[src/rtl/wb_arbiter_pkg.sv]
// Shared types for the writeback arbiter: the queued write record and the source tag.
package h2bp;

    localparam int WB_ADDR_W = 5;
    localparam int WB_DATA_W = 32;

    typedef struct packed {
        logic [WB_ADDR_W-1:0] addr;
        logic [WB_DATA_W-1:0] data;
    } wb_entry_t;

    typedef enum logic {
        WB_SRC_FUNC = 1'b0,
        WB_SRC_DATA = 1'b1
    } wb_src_e;

    // Round-robin pick between two heads; returns {grant_data, grant_func}.
    function automatic logic [1:0] wb_pick(input logic f_ne, input logic d_ne, input wb_src_e last);
        logic gf;
        logic gd;
        gf = f_ne && (!d_ne || (last == WB_SRC_DATA));
        gd = d_ne && (!f_ne || (last == WB_SRC_FUNC));
        return {gd, gf};
    endfunction

endpackage

[src/rtl/wb_arbiter_fifo.sv]
// Small synchronous FIFO of {addr,data} writeback records with per-slot valid bits,
// so the parent can see every queued destination register.
module wb_fifo
    import h2bp::*;
#(
    parameter int ADDR_W = 5,
    parameter int DATA_W = 32,
    parameter int DEPTH  = 2
) (
    input  logic                          clk,
    input  logic                          rst_n,
    input  logic                          push_i,
    input  logic [ADDR_W-1:0]             push_addr_i,
    input  logic [DATA_W-1:0]             push_data_i,
    input  logic                          pop_i,
    output logic [ADDR_W-1:0]             head_addr_o,
    output logic [DATA_W-1:0]             head_data_o,
    output logic                          empty_o,
    output logic                          full_o,
    output logic [DEPTH-1:0]              ent_vld_o,
    output logic [DEPTH-1:0][ADDR_W-1:0]  ent_addr_o
);

    localparam int PTR_W = (DEPTH > 1) ? $clog2(DEPTH) : 1;
    localparam int CNT_W = $clog2(DEPTH + 1);

    logic [PTR_W-1:0] wr_ptr_q, wr_ptr_d;
    logic [PTR_W-1:0] rd_ptr_q, rd_ptr_d;
    logic [CNT_W-1:0] count_q, count_d;
    logic [DEPTH-1:0] vld_q, vld_d;
    logic [ADDR_W-1:0] addr_q [DEPTH];
    logic [DATA_W-1:0] data_q [DEPTH];
    logic push_ok;
    logic pop_ok;

    // Wrap by explicit compare so non-power-of-2 depths work.
    function automatic logic [PTR_W-1:0] next_ptr(input logic [PTR_W-1:0] p);
        if (p == PTR_W'(DEPTH - 1)) begin
            return '0;
        end
        return p + 1'b1;
    endfunction

    // Full/empty come from the registered count only, never from this cycle's pop.
    assign full_o  = (count_q == CNT_W'(DEPTH));
    assign empty_o = (count_q == '0);
    assign push_ok = push_i && !full_o;
    assign pop_ok  = pop_i && !empty_o;

    assign head_addr_o = addr_q[rd_ptr_q];
    assign head_data_o = data_q[rd_ptr_q];
    assign ent_vld_o   = vld_q;

    for (genvar i = 0; i < DEPTH; i++) begin : g_ent
        assign ent_addr_o[i] = addr_q[i];
    end

    // Next-state for pointers, occupancy count and slot valid bits.
    always_comb begin
        wr_ptr_d = wr_ptr_q;
        rd_ptr_d = rd_ptr_q;
        count_d  = count_q;
        vld_d    = vld_q;
        if (push_ok) begin
            wr_ptr_d        = next_ptr(wr_ptr_q);
            vld_d[wr_ptr_q] = 1'b1;
        end
        if (pop_ok) begin
            rd_ptr_d        = next_ptr(rd_ptr_q);
            vld_d[rd_ptr_q] = 1'b0;
        end
        case ({push_ok, pop_ok})
            2'b10:   count_d = count_q + 1'b1;
            2'b01:   count_d = count_q - 1'b1;
            default: count_d = count_q;
        endcase
    end

    // Control state; reset empties the queue.
    always_ff @(posedge clk) begin
        if (!rst_n) begin
            wr_ptr_q <= '0;
            rd_ptr_q <= '0;
            count_q  <= '0;
            vld_q    <= '0;
        end else begin
            wr_ptr_q <= wr_ptr_d;
            rd_ptr_q <= rd_ptr_d;
            count_q  <= count_d;
            vld_q    <= vld_d;
        end
    end

    // Payload storage; contents are only meaningful where the slot is valid.
    always_ff @(posedge clk) begin
        if (push_ok) begin
            addr_q[wr_ptr_q] <= push_addr_i;
            data_q[wr_ptr_q] <= push_data_i;
        end
    end

endmodule

[src/rtl/wb_arbiter.sv]
// Writeback arbiter: two queued sources share the single regfile write port,
// with round-robin on conflict, head bypass and a pending-register mask.
module wb_arbiter
    import h2bp::*;
#(
    parameter int DATA_W    = 32,
    parameter int ADDR_W    = 5,
    parameter int BUF_DEPTH = 2
) (
    input  logic                   clk,
    input  logic                   rst_n,
    input  logic                   func_valid,
    output logic                   func_ready,
    input  logic [ADDR_W-1:0]      func_addr,
    input  logic [DATA_W-1:0]      func_data,
    input  logic                   data_valid,
    output logic                   data_ready,
    input  logic [ADDR_W-1:0]      data_addr,
    input  logic [DATA_W-1:0]      data_data,
    output logic                   result_enable,
    output logic [ADDR_W-1:0]      result_addr,
    output logic [DATA_W-1:0]      result,
    output logic [ADDR_W-1:0]      result_addr_func,
    output logic [DATA_W-1:0]      result_func,
    output logic [ADDR_W-1:0]      result_addr_data,
    output logic [DATA_W-1:0]      result_data,
    output logic [2**ADDR_W-1:0]   pending_mask
);

    logic                              f_empty, f_full, d_empty, d_full;
    logic [ADDR_W-1:0]                 f_head_addr, d_head_addr;
    logic [DATA_W-1:0]                 f_head_data, d_head_data;
    logic [BUF_DEPTH-1:0]              f_vld, d_vld;
    logic [BUF_DEPTH-1:0][ADDR_W-1:0]  f_addrs, d_addrs;
    logic                              grant_func, grant_data;
    wb_src_e                           last_grant_q, last_grant_d;
    logic [ADDR_W-1:0]                 win_addr;
    logic [DATA_W-1:0]                 win_data;
    logic                              win_any;

    wb_fifo #(.ADDR_W(ADDR_W), .DATA_W(DATA_W), .DEPTH(BUF_DEPTH)) u_func_fifo (
        .clk         (clk),
        .rst_n       (rst_n),
        .push_i      (func_valid),
        .push_addr_i (func_addr),
        .push_data_i (func_data),
        .pop_i       (grant_func),
        .head_addr_o (f_head_addr),
        .head_data_o (f_head_data),
        .empty_o     (f_empty),
        .full_o      (f_full),
        .ent_vld_o   (f_vld),
        .ent_addr_o  (f_addrs)
    );

    wb_fifo #(.ADDR_W(ADDR_W), .DATA_W(DATA_W), .DEPTH(BUF_DEPTH)) u_data_fifo (
        .clk         (clk),
        .rst_n       (rst_n),
        .push_i      (data_valid),
        .push_addr_i (data_addr),
        .push_data_i (data_data),
        .pop_i       (grant_data),
        .head_addr_o (d_head_addr),
        .head_data_o (d_head_data),
        .empty_o     (d_empty),
        .full_o      (d_full),
        .ent_vld_o   (d_vld),
        .ent_addr_o  (d_addrs)
    );

    assign func_ready = !f_full;
    assign data_ready = !d_full;
    assign {grant_data, grant_func} = wb_pick(!f_empty, !d_empty, last_grant_q);

    // Winner mux; x0 heads are popped but never written, and reset masks the write.
    always_comb begin
        win_addr = '0;
        win_data = '0;
        win_any  = grant_func || grant_data;
        if (grant_func) begin
            win_addr = f_head_addr;
            win_data = f_head_data;
        end else if (grant_data) begin
            win_addr = d_head_addr;
            win_data = d_head_data;
        end
        result_enable = rst_n && win_any && (win_addr != '0);
        result_addr   = result_enable ? win_addr : '0;
        result        = result_enable ? win_data : '0;
    end

    // Bypass each head; an empty queue reads as x0 = 0.
    always_comb begin
        result_addr_func = f_empty ? '0 : f_head_addr;
        result_func      = f_empty ? '0 : f_head_data;
        result_addr_data = d_empty ? '0 : d_head_addr;
        result_data      = d_empty ? '0 : d_head_data;
    end

    // Decode every queued destination into the hazard mask; x0 never stalls.
    always_comb begin
        pending_mask = '0;
        for (int i = 0; i < BUF_DEPTH; i++) begin
            if (f_vld[i]) pending_mask[f_addrs[i]] = 1'b1;
            if (d_vld[i]) pending_mask[d_addrs[i]] = 1'b1;
        end
        pending_mask[0] = 1'b0;
    end

    // Only a real conflict moves the round-robin pointer.
    always_comb begin
        last_grant_d = last_grant_q;
        if (grant_func && !d_empty) last_grant_d = WB_SRC_FUNC;
        if (grant_data && !f_empty) last_grant_d = WB_SRC_DATA;
    end

    // Round-robin state; reset favours data on the first conflict.
    always_ff @(posedge clk) begin
        if (!rst_n) begin
            last_grant_q <= WB_SRC_FUNC;
        end else begin
            last_grant_q <= last_grant_d;
        end
    end

endmodule

[config.mk]
export PLATFORM = sky130hd
export DESIGN_NAME = wb_arbiter
export DESIGN_NICKNAME = d
export VERILOG_FILES = /design/src/rtl/wb_arbiter_pkg.sv /design/src/rtl/wb_arbiter_fifo.sv /design/src/rtl/wb_arbiter.sv
export SDC_FILE = /design/constraint.sdc
export NUM_CORES = 1
export LEC_CHECK = 0
export ABC_AREA = 0
export BUFFER_PORTS_ARGS = -buffer_cell sky130_fd_sc_hd__buf_2
export CAP_MARGIN = 0
export CORE_AREA = 4 4 104 179
export DETAILED_ROUTE_END_ITERATION = 8
export DIE_AREA = 0 0 108 183
export PLACE_DENSITY = 0.76
export SLEW_MARGIN = 20
export SYNTH_ARGS = -nofsm -noshare
export SYNTH_HDL_FRONTEND = slang
export SYNTH_HIERARCHICAL = 1
export SYNTH_SLANG_ARGS = --single-unit
[constraint.sdc]
create_clock -name clk -period 2.25 [get_ports clk]
set_input_delay 0.1125 -clock clk [delete_from_list [all_inputs] [get_ports clk]]
set_output_delay 0.1125 -clock clk [all_outputs]
set_load 0.01 [all_outputs]
Word level (Yosys, flattened, before mapping)
Memory sizes are Yosys's and may differ from the RTL's. A register that Yosys moved wholly into a read port is not among the register bits.
Cells that the tools add are included.
{"block": "totals", "in_bits": 78, "regBits": 13, "output_inout_bits": 146, "n_memories": 4, "mem_bits_rw": 148}
{"memory": "u_data_fifo.data_q", "depth": 2, "width": 32, "read_ports": 1, "rd_clocked_by_memory_dff": 1, "write_ports": 1, "line_no": "wb_arbiter_fifo.sv:32", "text": "logic [DATA_W-1:0] data_q [DEPTH];"}
{"memory": "u_func_fifo.data_q", "depth": 2, "width": 32, "read_ports": 1, "rd_clocked_by_memory_dff": 1, "write_ports": 1, "line_no": "wb_arbiter_fifo.sv:32"}
{"memory": "u_data_fifo.addr_q", "depth": 2, "width": 5, "read_ports": 3, "rd_clocked_by_memory_dff": 1, "write_ports": 1, "line_no": "wb_arbiter_fifo.sv:31", "text": "logic [ADDR_W-1:0] addr_q [DEPTH];"}
{"memory": "u_func_fifo.addr_q", "depth": 2, "width": 5, "read_ports": 3, "rd_clocked_by_memory_dff": 1, "write_ports": 1, "line_no": "wb_arbiter_fifo.sv:31"}
{"block": "classes", "magnitude_cmp": 16, "n_addsub": 8, "eq_ne": 6, "n_bitwise": 10, "n_mux": 66, "reduce_logical": 31}
{"cell": "$mux 32", "count": 9}
{"cell": "$or 32x32->32", "count": 3}
{"cell": "$mux 1", "count": 38}
{"cell": "$mux 5", "count": 5}
{"cell": "$lt 5x6->1 const B", "count": 4}
{"cell": "$demux 1 s5", "count": 4}
{"cell": "$ge 5x1->1 const B", "count": 4}
{"cell": "$logic_and 1x1->1", "count": 18}
{"cell": "$eq 2x2->1 const B", "count": 4}
{"cell": "$lt 1x2->1 const B", "count": 4}
{"cell": "$mux 2", "count": 4}
{"cell": "$pmux 2 s2", "count": 2}
{"cell": "$reduce_bool 2->1", "count": 3}
{"cell": "$reduce_bool 5->1", "count": 1}
{"cell": "$add 1x1->1 const B", "count": 4}
{"cell": "$add 2x1->2 const B", "count": 2}
{"cell": "$and 2x2->2", "count": 2}
{"cell": "$demux 1 s1", "count": 4}
{"cell": "$eq 2x1->1 const B", "count": 2}
{"cell": "$ge 1x1->1 const B", "count": 4}
{"cell": "$logic_not 1->1", "count": 4}
{"cell": "$logic_not 2->1", "count": 2}
{"cell": "$not 2->2", "count": 2}
{"cell": "$or 2x2->2", "count": 2}
{"cell": "other kinds (3)", "count": 6}

Depth between registers and ports, before layout
An unclocked memory read counts as a cell.
{"block": "depth", "ltp_word": 12, "ltp_mapped": 10, "depth_no_buf": 9}

Cells and area by module
The synthesis kept the hierarchy.
{"mod": "wb_fifo", "seq_area_each_um2": 2362.3, "area_each_um2": 2970.3, "instances": 2, "cells_per_inst": 145}
{"mod": "wb_arbiter", "seq_area_each_um2": 20.0, "area_each_um2": 2150.8, "instances": 1, "cells_per_inst": 347}

Least setup slack after synthesis
Ideal clock, no wire load.
{"block": "synth_path", "kind": "register to register", "startpoint": "register u_func_fifo.count_q[1]", "endpoint": "register u_data_fifo.count_q[1]", "setup_ns": 0.070, "arrival_time_ns": 2.240, "path_stages_with_launch": 10, "slack_ns": -0.060, "path_cell_list": "dfxtp_1 > nor2_1 > nor2b_2 > nor2_1 > clkbuf_1 > o21ai_1 > inv_1 > ha_1 > or3_1 > a21boi_1"}
{"block": "synth_between", "elab_chain_len": 6, "elab_cells_between_ends": 8, "cone_classes": "2 x eq/ne; 1 x mux; 5 x reduce/logical"}
{"element": "start: declaration", "line_no": "wb_arbiter_fifo.sv:29", "text": "logic [CNT_W-1:0] count_q, count_d;"}
{"element": "start signal: assignment", "line_no": "wb_arbiter_fifo.sv:89", "text": "count_q <= count_d;"}
{"element": "$logic_not 2->1 (*)", "line_no": "wb_arbiter_fifo.sv:46", "text": "assign empty_o = (count_q == '0);"}
{"element": "net f_empty", "line_no": "wb_arbiter.sv:30", "text": "logic f_empty, f_full, d_empty, d_full;"}
{"element": "$logic_or 1x1->1 (*)", "line_no": "wb_arbiter_pkg.sv:22", "text": "gd = d_ne && (!f_ne || (last == WB_SRC_FUNC));"}
{"element": "$logic_and 1x1->1 (*)", "line_no": "wb_arbiter_pkg.sv:22"}
{"element": "net grant_data", "line_no": "wb_arbiter.sv:35", "text": "logic grant_func, grant_data;"}
{"element": "$logic_and 1x1->1 (*)", "line_no": "wb_arbiter_fifo.sv:48", "text": "assign pop_ok = pop_i && !empty_o;"}
{"element": "net u_data_fifo.pop_ok", "line_no": "wb_arbiter_fifo.sv:34", "text": "logic pop_ok;"}
{"element": "$eq 2x1->1 or $eq 2x2->1 (tied branches)", "line_no": "wb_arbiter_fifo.sv:72", "text": "case ({push_ok, pop_ok})"}
{"element": "$pmux 2 s2 or $reduce_bool 2->1 (tied branches)"}
{"element": "end signal: assignment", "line_no": "wb_arbiter_fifo.sv:89"}
{"element": "end: declaration", "line_no": "wb_arbiter_fifo.sv:29"}
The timed path passes the listed nets; every way through them passes the cells marked *.
A chain may end at the register's enable or synchronous reset.

==> flow_metrics.py <==
metrics = {
    "clock_network": {
        "cts_made_buffers": 17,
        "htreeDepth": 4,
        "clock-sinks": 163,
        "cts_tree": "built",
        "clk_latency_ns": 0.42,
        "clk_pin_slew_ns": 0.06,
        "root_buffer": "clkbuf_16",
        "cts_max_path_buffers": 2,
    },
    "timing": {
        "fmax_mhz": 402,
        "relSlewSlack": 0.641,
        "setup_violations": 33,
        "worst_pin_slew_ns": 0.539,
        "final_max_slew_viol_count": 0,
        "skew_ns": 0.00778,
        "fin_crit_sh": 1.11,
        "whs_ns": 0.0906,
        "rsz0062_at_grt": "true",
        "hold_viol": 0,
        "period_needed_ns": 2.49,
        "setup_ws_ns": -0.238,
    },
    "yosys": {
        "synth-seq-cells": 163,
        "synth_area_per_cell_um2": 12.7,
        "synth_enable_flop_cells": 148,
        "yosys_warnings": 6,
        "syn-num-nets": 717,
        "yosys.area.top_type_share": 0.549,
        "yosys-top-cells-area": "edfxtp_1 (55%), mux2_2 (10%), nor2b_1 (5.4%)",
        "synthCells": 637,
        "syn_area_mm2": 0.00809,
        "synth_cell_types": 45,
        "yosysSeqAreaShare": 0.586,
        "async_flop_share": 0,
        "ys.flop_type": "edfxtp_1",
        "synth_largest_area_cell": "edfxtp_1",
    },
    "detailed_routing": {
        "wire_per_inst_um": 24.8,
        "drc_errors": 0,
        "routed_via_density": 5.80,
        "ant_nets": 0,
        "drt_iter0_markers": 480,
        "wirelength_um": 30400,
        "vias": 7127,
        "dr.pass1.iters": 5,
    },
    "finish": {
        "drive_gt1_frac": 0.454,
        "mostFrequentLayoutCells": "buf_2 (222), edfxtp_1 (148), dlygate4sd3_1 (74)",
        "fill_cells": 1258,
        "diodes": 0,
        "finalNonFillerCells": 1229,
        "layout_commonest_cell": "buf_2",
        "num-nets-final": 1069,
        "syn_to_final_growth_pct": 42.0,
    },
    "worst_hold_path": {
        "worstHoldStart": "func_valid",
        "min_path_type": "primary input to flip-flop",
    },
    "critical_path": {
        "worstSetupEndpointType": "output port",
        "required_ns": 2.14,
        "max_stage_delay_ns": 0.39,
        "crit_fanout": 8,
        "critPathBufInv": 6,
        "cp_top_family": "buffers and inverters",
        "critPathLaunchType": "flip-flop",
        "critical_path_class": "flip-flop to output port",
        "crit_chain": "buf_6 > mux2_4 > inv_4 > o32ai_4 > o41ai_4 > buf_6 > buf_12 > buf_16 > nor2_1 > buf_2",
        "slowest_stage": "dfxtp_4",
        "cp.arrival_ns": 2.38,
        "r2r-start": "last_grant_q",
        "crit_top_cell": "buf_6",
    },
    "run_status": {
        "violations": "setup timing",
        "status": "complete, but fails checks",
    },
    "power": {
        "p_clk_frac": 0.188,
        "p_int_mw": 8.42,
        "powerDensity_mw_per_mm2": 1220,
        "leakagePower_nw": 4.62,
        "switching_share": 0.401,
        "combPwrFrac": 0.521,
        "power_mw": 14.1,
        "vdd_drop_max_v": 0.000910,
        "power.switching_mw": 5.64,
        "seqPwrFrac": 0.291,
    },
    "placement": {
        "finalWeightedCongestion": 1.08,
        "dp_hpwl_um": 21200,
        "placed_cells_incl_taps": 1099,
        "port_buffers": 222,
    },
    "grt": {
        "antenna_found_initial": 0,
        "grt_first_pass_wirelength_um": 44400,
        "grt_max_degree": 40,
        "grt_use_total": 0.308,
        "grt_pass1_vias": 7570,
        "overflow": 0,
    },
    "floorplan": {
        "io_pins": 224,
        "die_area_mm2": 0.0198,
        "initial_utilization": 0.473,
        "die_h_um": 183,
        "core_area_mm2": 0.0171,
        "rows": 63,
        "die_x_um": 108,
    },
    "flow_run": {
        "maxCapViolations": 0,
    },
}
==> sequential cells by signal, indices dropped and copies added, names as in the netlist, named ones only <==
signal	count
u_data_fifo/count_q	2
u_func_fifo/wr_ptr_q	1
last_grant_q	1
u_func_fifo/count_q	2
u_data_fifo/data_q	64
u_data_fifo/wr_ptr_q	1
u_func_fifo/data_q	64
u_data_fifo/addr_q	10
u_func_fifo/addr_q	10
u_data_fifo/ent_vld_o	2
u_data_fifo/rd_ptr_q	1
u_func_fifo/ent_vld_o	2
u_func_fifo/rd_ptr_q	1
==> cell families (layout without fill, tap and decap cells) <==
logic type,Yosys count,count (layout),synth area share
simple gates,217,217,0.155
compound gates,118,118,0.115
buf+inv,56,421,0.0309
other cells,1,1,0.000463
flops,163,163,0.586
xor+xnor,6,6,0.00649
fa+ha+maj,2,2,0.00309
mux,74,74,0.103
==> cell usage after synthesis, types with 3 or more instances <==
master / number
a221o_1: 12
and3_1: 7
nand2_1: 17
nor2b_1: 70
buf_2: 8
or3_1: 5
xnor2_1: 6
a21oi_1: 8
a22oi_1: 43
o22ai_1: 12
inv_1: 15
o21ai_0: 4
mux2_2: 74
nand3_1: 5
buf_6: 3
edfxtp_1: 148
and2_1: 10
and3b_1: 7
o211ai_1: 5
nor2_1: 59
inv_2: 3
o221ai_1: 13
nand3b_1: 12
o221a_2: 4
o32ai_1: 4
nor3b_1: 9
or3b_2: 7
dfxtp_1: 15
clkbuf_1: 25
a21boi_0: 3
==> area by class of cell <==
type                            instances  area, um^2  area share
Sequential cell                       163        4760       0.414
Multi-Input combinational cell        418        3280       0.285
Timing Repair Buffer                  371        2550       0.222
Clock buffer                           18         429      0.0374
Tap cell                              227         284      0.0247
Clock inverter                         14         114     0.00991
Inverter                               18        72.6     0.00632
==> tightest hold or removal path, stage by stage <==
cell,delay [ns]
buf_2,0.11
a21boi_0,0.08
o21a_1,0.16
==> path summary, 6_finish.rpt <==
path	to	slack (ns)	cells after the start
hold reg to reg	u_func_fifo/count_q[1]	0.52	2
setup / recovery	result[6]	-0.24	10
hold / removal	u_func_fifo/wr_ptr_q	0.09	3
setup reg to reg	u_data_fifo/count_q[1]	0.16	8
==> layer usage <==
metal  track usage  vias up  wire [um]
met3        0.0708      120       2550
met4         0.193        0       2110
met1         0.315     3370      10100
li1              -     3121          -
met5             0        -          0
met2         0.556      516      15700
==> what timing repair did <==
item                                    CTS  global route
pin swaps                                 0             2
gates resized for setup                  33            29
endpoints found under the setup margin   38            41
gates cloned                              4             0
hold buffers                             74             0
buffers inserted                         10            13
hold endpoints to repair                148             0
==> power groups by stage <==
stage / Sequential (mW) / Clock [mW] / Combinational [mW]
6_report: 4.09 / 2.65 / 7.32
5_1_grt: 4.14 / 2.82 / 7.67
4_1_cts: 4.08 / 2.67 / 7.05
3_5_place_dp: 4.12 / 0 / 6.15
3_3_place_gp: 4.09 / 0 / 6.17
2_1_floorplan: 4.05 / 0 / 3.69
==> metrics by stage <==
stage / TNS, ns / setup slack [ns] / utilization / area, um^2
after floorplan: 0 / 0.0340 / - / 8090
after global placement: 0 / 0.242 / 0.572 / 9780
after detailed placement: 0 / 0.200 / 0.572 / 9780
after CTS: -6.06 / -0.231 / 0.664 / 11400
after global routing: -9.23 / -0.329 / 0.672 / 11500
final: -6.20 / -0.238 / 0.672 / 11500
Power figures use the tool's default switching activity.
